`src/rtl/mole_pkg.sv`:
```
// Shared types and defaults for the whack-a-mole hole selector.
package mole_pkg;

    typedef enum logic {
        IDLE = 1'b0,
        DRAW = 1'b1
    } state_t;

    localparam int DEF_LFSR_W    = 16;
    localparam int DEF_OUT_W     = 3;
    localparam int DEF_NUM_HOLES = 6;

    // Feedback masks per register width; bit i set means lfsr[i] feeds the XNOR.
    function automatic logic [31:0] default_taps(input int w);
        logic [31:0] taps;
        case (w)
            3:       taps = 32'h0000_0006;
            4:       taps = 32'h0000_000C;
            5:       taps = 32'h0000_0014;
            6:       taps = 32'h0000_0030;
            7:       taps = 32'h0000_0060;
            8:       taps = 32'h0000_00B8;
            16:      taps = 32'h0000_B400;
            24:      taps = 32'h00E1_0000;
            32:      taps = 32'h8020_0003;
            default: taps = 32'h3 << (w - 2);
        endcase
        return taps;
    endfunction

endpackage

```
`src/rtl/mole_rand_gen_lfsr_core.sv`:
```
// Free-running XNOR Fibonacci LFSR with seed load; exposes the low bits as the draw candidate.
module lfsr_core #(
    parameter int             W     = 16,
    parameter logic [W-1:0]   TAPS  = W'(16'hB400),
    parameter int             OUT_W = 3
) (
    input  logic             clk,
    input  logic             rst_n,
    input  logic             seed_load,
    input  logic [W-1:0]     seed_in,
    output logic [OUT_W-1:0] cand
);

    logic [W-1:0] lfsr;
    logic         fb;

    assign fb   = ~^(lfsr & TAPS);
    assign cand = lfsr[OUT_W-1:0];

    // All-ones is the XNOR lockup state, so such a seed is replaced by zero.
    always_ff @(posedge clk or negedge rst_n) begin
        if (!rst_n) begin
            lfsr <= '0;
        end else if (seed_load) begin
            lfsr <= (&seed_in) ? '0 : seed_in;
        end else begin
            lfsr <= {lfsr[W-2:0], fb};
        end
    end

endmodule

```
`src/rtl/mole_rand_gen.sv`:
```
// Hole index generator: rejection-samples LFSR candidates into 0..NUM_HOLES-1,
// optionally refusing to repeat the previous index.
//   state | meaning
//   IDLE  | waiting for req; rand_out holds the last issued index
//   DRAW  | evaluating one candidate per cycle until accept or fallback
module mole_rand_gen
    import mole_pkg::*;
#(
    parameter int                LFSR_W    = DEF_LFSR_W,
    parameter logic [LFSR_W-1:0] TAPS      = LFSR_W'(default_taps(LFSR_W)),
    parameter int                OUT_W     = DEF_OUT_W,
    parameter int                NUM_HOLES = DEF_NUM_HOLES,
    parameter bit                NO_REPEAT = 1'b1,
    parameter int                MAX_TRIES = 8
) (
    input  logic              clk,
    input  logic              rst_n,
    input  logic              seed_load,
    input  logic [LFSR_W-1:0] seed_in,
    input  logic              req,
    output logic              rand_valid,
    output logic [OUT_W-1:0]  rand_out,
    output logic              busy
);

    localparam int               CNT_W    = $clog2(MAX_TRIES) + 1;
    localparam logic [CNT_W-1:0] LAST_TRY = CNT_W'(MAX_TRIES - 1);
    localparam logic [OUT_W:0]   HOLES    = (OUT_W + 1)'(NUM_HOLES);
    localparam logic [OUT_W-1:0] TOP_HOLE = OUT_W'(NUM_HOLES - 1);

    state_t           state, state_next;
    logic [CNT_W-1:0] try_cnt, try_next;
    logic [OUT_W-1:0] out_next;
    logic             valid_next;
    logic             have_last, have_next;
    logic [OUT_W-1:0] cand;
    logic             reject;
    logic [OUT_W-1:0] fallback;

    lfsr_core #(
        .W     (LFSR_W),
        .TAPS  (TAPS),
        .OUT_W (OUT_W)
    ) u_lfsr (
        .clk       (clk),
        .rst_n     (rst_n),
        .seed_load (seed_load),
        .seed_in   (seed_in),
        .cand      (cand)
    );

    assign reject = ({1'b0, cand} >= HOLES) ||
                    (NO_REPEAT && have_last && (cand == rand_out));

    // Stepping to the next hole keeps the no-repeat guarantee when sampling gives up.
    assign fallback = !have_last            ? '0 :
                      (rand_out == TOP_HOLE) ? '0 : rand_out + OUT_W'(1);

    assign busy = (state == DRAW);

    always_comb begin
        state_next = state;
        try_next   = try_cnt;
        out_next   = rand_out;
        valid_next = 1'b0;
        have_next  = have_last;
        case (state)
            IDLE: begin
                if (req && !seed_load) begin
                    state_next = DRAW;
                    try_next   = '0;
                end
            end
            DRAW: begin
                if (!reject) begin
                    out_next   = cand;
                    valid_next = 1'b1;
                    have_next  = 1'b1;
                    state_next = IDLE;
                end else if (try_cnt == LAST_TRY) begin
                    out_next   = fallback;
                    valid_next = 1'b1;
                    have_next  = 1'b1;
                    state_next = IDLE;
                end else begin
                    try_next = try_cnt + CNT_W'(1);
                end
            end
            default: state_next = IDLE;
        endcase
    end

    always_ff @(posedge clk or negedge rst_n) begin
        if (!rst_n) begin
            state      <= IDLE;
            try_cnt    <= '0;
            rand_out   <= '0;
            rand_valid <= 1'b0;
            have_last  <= 1'b0;
        end else begin
            state      <= state_next;
            try_cnt    <= try_next;
            rand_out   <= out_next;
            rand_valid <= valid_next;
            have_last  <= have_next;
        end
    end

endmodule

```
`config.mk`:
```
export PLATFORM = sky130hd
export DESIGN_NAME = mole_rand_gen
export DESIGN_NICKNAME = d
export VERILOG_FILES = /design/src/rtl/mole_pkg.sv /design/src/rtl/mole_rand_gen_lfsr_core.sv /design/src/rtl/mole_rand_gen.sv
export SDC_FILE = /design/constraint.sdc
export NUM_CORES = 1
export LEC_CHECK = 0
export ABC_AREA = 1
export CAP_MARGIN = 40
export CORE_ASPECT_RATIO = 1.1
export CORE_UTILIZATION = 40
export DETAILED_ROUTE_END_ITERATION = 10
export GPL_TIMING_DRIVEN = 0
export HOLD_SLACK_MARGIN = 0.15
export MAX_ROUTING_LAYER = met4
export PLACE_DENSITY = 0.74
export SYNTH_ARGS = -nofsm -noshare
export SYNTH_HDL_FRONTEND = slang
export SYNTH_SLANG_ARGS = --single-unit
```
`constraint.sdc`:
```
create_clock -name clk -period 1.6 [get_ports clk]
set_input_delay 0.24 -clock clk [delete_from_list [all_inputs] [get_ports clk]]
set_output_delay 0.24 -clock clk [all_outputs]
set_load 0.1 [all_outputs]
```
* Word level (Yosys, flattened, before mapping)
Cells that the tools add are included.
** Operators by class
- Reduce and logical (&&, ||, !) cells :: 8
- Mux-type cells :: 19
- $lt $le $gt $ge :: 1
- Equality and inequality tests :: 7
- Add/subtract/negate cells :: 2
- Bitwise logic cells :: 1
** Operators by type and width (count)
- two-way mux 16 bit :: 2
- AND reduction 16 bit :: 1
- XNOR reduction 16 bit :: 1
- two-way mux 3 bit :: 4
- two-way mux 4 bit :: 3
- two-way mux 1 bit :: 8
- case mux 4 bit (2 select lines) :: 1
- adder 4 x 1 -> 4 bit, second input constant :: 1
- equality test 4 x 3 -> 1 bit, second input constant :: 1
- != test 2 x 1 -> 1 bit, second input constant :: 2
- != test 2 bit, second input constant :: 2
- adder 3 x 1 -> 3 bit, second input constant :: 1
- equality test 3 bit :: 1
- equality test 3 bit, second input constant :: 1
- >= comparator 3 bit, second input constant :: 1
- AND reduction 3 bit :: 1
- logical AND 1 bit :: 2
- case mux 1 bit (2 select lines) :: 1
- AND reduction 2 bit :: 1
- logical NOT 1 bit :: 1
- logical OR 1 bit :: 1
- NOT 1 bit :: 1
** Storage, ports and cells
- Flip-flop bits (word level) :: 26
- Logic and storage cells :: 44
- Output and inout port bits :: 5

* Longest topological paths before layout
- Depth after elaboration :: 5
- Gate-level depth with buffers :: 10

* Modules after synthesis
Synthesis repeated with hierarchy kept, for this count alone.
** Unflattened totals
- Cell total of the unflattened synthesis :: 230
- Area, all modules :: 1565.3 um2
** By module, submodules not included
- lfsr_core :: sequential area each 400.4 um2, times used 1, area each 913.4 um2, cells an instance 132
- mole_rand_gen :: sequential area each 250.2 um2, times used 1, area each 651.9 um2, cells an instance 98

* Worst setup path before layout
No wires, ideal clock.
- Path kind :: register to register
- From :: register rand_out[1]
- To :: register try_cnt[1]
- Setup time :: 0.121 ns
- Setup slack :: -0.265 ns
- Data arrival time :: 1.743 ns
- Cell stages (with the launch flop) :: 10
- Required time :: 1.479 ns
- Path buffers :: 0
- Cells stage by stage :: dfrtp_1 inv_1 nand2_2 nand2_1 nand2_1 nand3_2 nand2_2 nand2_2 nand2_1 nand2_1
** Between the ends
- Word-level cells in the longest chain between the ends :: 5
** Ends and longest elaborated chain
- from (decl) :: line mole_rand_gen.sv:22 : output logic [OUT_W-1:0] rand_out,
- from (signal assigned) :: line mole_rand_gen.sv:103 : rand_out <= out_next;
- equality test 3 bit :: line mole_rand_gen.sv:53 : (NO_REPEAT && have_last && (cand == rand_out));
- logical AND 1 bit :: line mole_rand_gen.sv:53
- logical OR 1 bit :: line mole_rand_gen.sv:52 : assign reject = ({1'b0, cand} >= HOLES) ||
- != test 2 x 1 -> 1 bit (no source line)
- AND reduction 3 bit (no source line)
- to (signal assigned) :: line mole_rand_gen.sv:102 : try_cnt <= try_next;
- to (decl) :: line mole_rand_gen.sv:32 : logic [CNT_W-1:0] try_cnt, try_next;
No other way between the ends.
A chain may end at the register's enable or synchronous reset.

* Worst setup path in the final report
- From :: register rand_out[2]
- To :: register rand_out[2]
** Between the ends
- Word-level cells in the longest chain between the ends :: 5
- Elaborated cells between the ends (all ways) :: 11
** Ends and longest elaborated chain
- adder 3 x 1 -> 3 bit, or another cell as far along :: line mole_rand_gen.sv:57 : (rand_out == TOP_HOLE) ? '0 : rand_out + OUT_W'(1);
- two-way mux 3 bit or logical AND 1 bit (tied branches) :: line mole_rand_gen.sv:57, mole_rand_gen.sv:53
- two-way mux 3 bit or logical OR 1 bit (tied branches) :: line mole_rand_gen.sv:56, mole_rand_gen.sv:52
- two-way mux 3 bit or != test 2 x 1 -> 1 bit (tied branches)
- two-way mux 3 bit or AND reduction 2 bit (tied branches)
Parallel ways exist; a longest one is shown, timed or not. The select of a mux whose other input is x is not followed.

==> impl_results.md <==
* Result of the run: finished with violations
* Failing checks: design-rule violations
* Layout-stage area growth over the synthesis result at 31.3%
* Clock sinks at 26
* Top cell type's share of synthesized area at about half
* Top-level port count at 25
* Number of instances in the synthesized netlist at 176
* Start-to-end type of the worst setup path: register to register
* Number of antenna violations at the first check in global routing at 0
* Register bit count reported by yosys at 26
* Critical R2R Capture: rand_out[2]
* Area of the die at 3610 sq um
* Leakage power summed over all cells at 0.890 nW
* Vertical extent of the die at 62.9 um
* Number of warning messages in the yosys log at 0
* Max-slew headroom at between 70% and 80%
* Fraction of final layout cells with drive strength greater than 1 at 17.7%
* Number of global-route vias before repair at 1148
* Avg Vias per Cell at 4.96
* Crit path cell chain: buf_4 > inv_1 > nand2_1 > nand2_1 > nor2_2 > nand2_2 > nand2_4 > a21oi_2 > nand2_1 > nand2_1
* Number of nets in the synthesized netlist at 197
* PD cells at 1480 nW/um^2
* Beginning of the worst register-to-register path: rand_out[2]
* Vias at around 1200
* Finished Cell Area at ~1800 sq um
* Level count of the clock H-tree at 1
* Standard-cell rows at 21
* Mean routed wirelength per cell at 10.9 um
* Post-synthesis sequential area ratio at 48.2%
* Fraction of registers with async set/reset at 100%
* Cell types occupying the most area after synthesis: sky130_fd_sc_hd__dfrtp_1 48%, sky130_fd_sc_hd__nand2_1 21%, sky130_fd_sc_hd__o21ai_0 5.6%
* Dominant register cell in the synthesized netlist: sky130_fd_sc_hd__dfrtp_1
* Slew Viols, Final at 0
* Most area-hungry cell type in the Yosys netlist: sky130_fd_sc_hd__dfrtp_1
* Slew at the pin closest to its max-slew limit at 0.415 ns
* Std-Cell Core Area at ~3100 sq um
* Antenna cells at 0
* Die boundary width at 57.4 um
* Buffer levels on the longest clock path at 2
* Bufs and invs on worst path at 2
* Shortest period the worst path allows at 1.44 ns
* Slack of the worst reg-to-reg path at 0.16 ns
* Final cell count without fillers at 243
* Pin count of the biggest net entering global routing at 20
* Largest clock skew in the final design at 0.00583 ns
* Hold_buf cts at 0
* Count of cells along the worst register-to-register path at 10
* Detailed router's first-iteration violation count at 40
* Cell count after placement at 240
* Post-synthesis instance area at 1350 sq um
* Count of buffers inserted at the top-level ports at 24
* Hold Crit Class: input pin to asynchronous set/reset pin
* Sort of element at the start of the critical path: register
* Kind of cell with the highest combined delay on the critical path: simple AND/OR/NAND/NOR gates
* CTS tree: done
* TritonCTS Buffers at 3
* Clock-pin slew on the worst setup and hold paths at 0.14 ns
* Detail Route Antenna Nets at 0
* Sort of element at the end of the critical path: register
* Average cell area after synthesis at 7.66 sq um
* Final hold violations at 0
* Worst path arrival time at 1.70 ns
* Final wirelength at between 2 and 3 mm
* First drt pass iteration count at 7
* Peak fanout along the critical path at 6
* Placed inst area at 1730 sq um
* Residual overflow from global routing at 0
* Tot GR Track Use at between 10% and 20%
* RSZ-0062 raised after global routing: true
* Final cycle utilization of the critical path at between 80% and 90%
* Clock latency of the later-clocked register in the worst-skew pair at roughly 0.32 ns
* Detailed placer's ending HPWL at 2.05 mm
* Cell type of the slowest stage on the worst timing path: sky130_fd_sc_hd__dfrtp_2
* NumNets Final at 231
* Routability-driven placement congestion ratio at 0.818
* Commonest cells post-synth: 77 x sky130_fd_sc_hd__nand2_1, 26 x sky130_fd_sc_hd__dfrtp_1, 15 x sky130_fd_sc_hd__o21ai_0, 11 x sky130_fd_sc_hd__inv_1, 8 x sky130_fd_sc_hd__nand2_2
* Endpoint required time on the critical path at 1.86 ns
* Clk Tree Root Cell: sky130_fd_sc_hd__clkbuf_4
* Max VDD drop at 0.000458 V
* Layout filler cell count at 297
* Number of max-capacitance violations reported at 0
* Distinct cell type count after synthesis at 22
* Cell seen most often among critical-path stages: sky130_fd_sc_hd__nand2_1
* Drc violations at 2
* F_max at 0.695 GHz
* Dominant cell by count in the synthesized netlist: sky130_fd_sc_hd__nand2_1
* Final total power at ~2.6 mW
* Initial standard-cell utilization of the core at 43.1%
* Number of setup violations in the final report at 0
* Wire length of the first global-routing pass at 4.62 mm
* Number of flops mapped to enable cells by yosys at 0
* CP max stage delay at 0.45 ns
-- layout make-up --
| cell class | count | area (sq um) | share of cell area (%) |
|---|---|---|---|
| Timing Repair Buffer | 29 | 335 | 18.9 |
| Tap cell | 34 | 42.5 | 2.40 |
| Buffer | 4 | 22.5 | 1.27 |
| Inverter | 14 | 52.6 | 2.97 |
| Sequential cell | 26 | 656 | 37.0 |
| Multi-Input combinational cell | 132 | 626 | 35.3 |
| Clock buffer | 4 | 36.3 | 2.05 |
-- placed cells by master (no fill, tap or decap), drive strengths merged --
master         Yosys  layout
dfrtp             26      26
nor3               2       2
o22ai              3       3
nand4              4       4
clkdlybuf4s50      0      19
o21ai             15      15
nand3              7       7
inv               14      14
nor2               8       8
a21oi              3       3
buf                1      11
xnor2              1       1
ha                 1       1
clkbuf             3       7
nand2             86      86
xor2               2       2
-- cells by family after synthesis --
| logic type | synth area share [%] |
|---|---|
| flip-flops | 48.2 |
| AO/OA/AOI/OAI | 8.35 |
| buffers and inverters | 5.57 |
| adder cells (fa/ha/maj) | 0.927 |
| AND/OR/NAND/NOR | 35.0 |
| XOR/XNOR | 1.95 |
-- through the flow --
step                setup WS, ns  util (%)   TNS, ns  hold slack (ns)
global placement          -0.187      52.3     -3.06            0.439
floorplan                 0.0730         -         0          -0.0556
CTS                        0.139      56.5         0            0.193
detailed placement        -0.143      55.2     -1.26            0.444
finish                     0.162      56.6         0            0.191
global route            -0.00242      56.6  -0.00242            0.200
-- state kept, by name (all words and copies together) (netlist names) --
signal,count
u_lfsr.lfsr,16
try_cnt,4
rand_out,3
busy,1
have_last,1
rand_valid,1
-- how the worst max path moves through the flow --
stage | startpoint | endpoint | slack (ns) | depth (start not counted)
global route | rand_out[2] | rand_out[2] | -0.002 | 10
finish | rand_out[2] | rand_out[2] | 0.16 | 10
CTS | try_cnt[0] | try_cnt[3] | 0.14 | 9
detailed placement | seed_in[4] | u_lfsr.lfsr[6] | -0.14 | 7
floorplan | rand_out[1] | try_cnt[1] | 0.07 | 9
global placement | busy | busy | -0.19 | 1
-- metal layers --
layer / track usage [%] / vias up / wire (um)
li1: - / 625 / -
met1: 21.7 / 553 / 1260
met2: 26.6 / 24 / 1280
met3: 2.48 / 4 / 72
met4: 5.18 / 0 / 23
met5: - / - / 0
-- power by group --
| group | switching [mW] | internal (mW) | leakage, nW | total, mW |
|---|---|---|---|---|
| clock network | 0.186 | 0.139 | 0.0210 | 0.325 |
| logic | 0.906 | 0.522 | 0.553 | 1.43 |
| registers | 0.0977 | 0.778 | 0.316 | 0.876 |
| total | 1.19 | 1.44 | 0.890 | 2.63 |
-- repair_timing --
item,4_1_cts,5_1_grt
gates cloned,0,0
endpoints found under the setup margin,5,5
setup buffers,4,0
resized for setup,5,1
No activity file was read; power rests on OpenSTA's default activity.
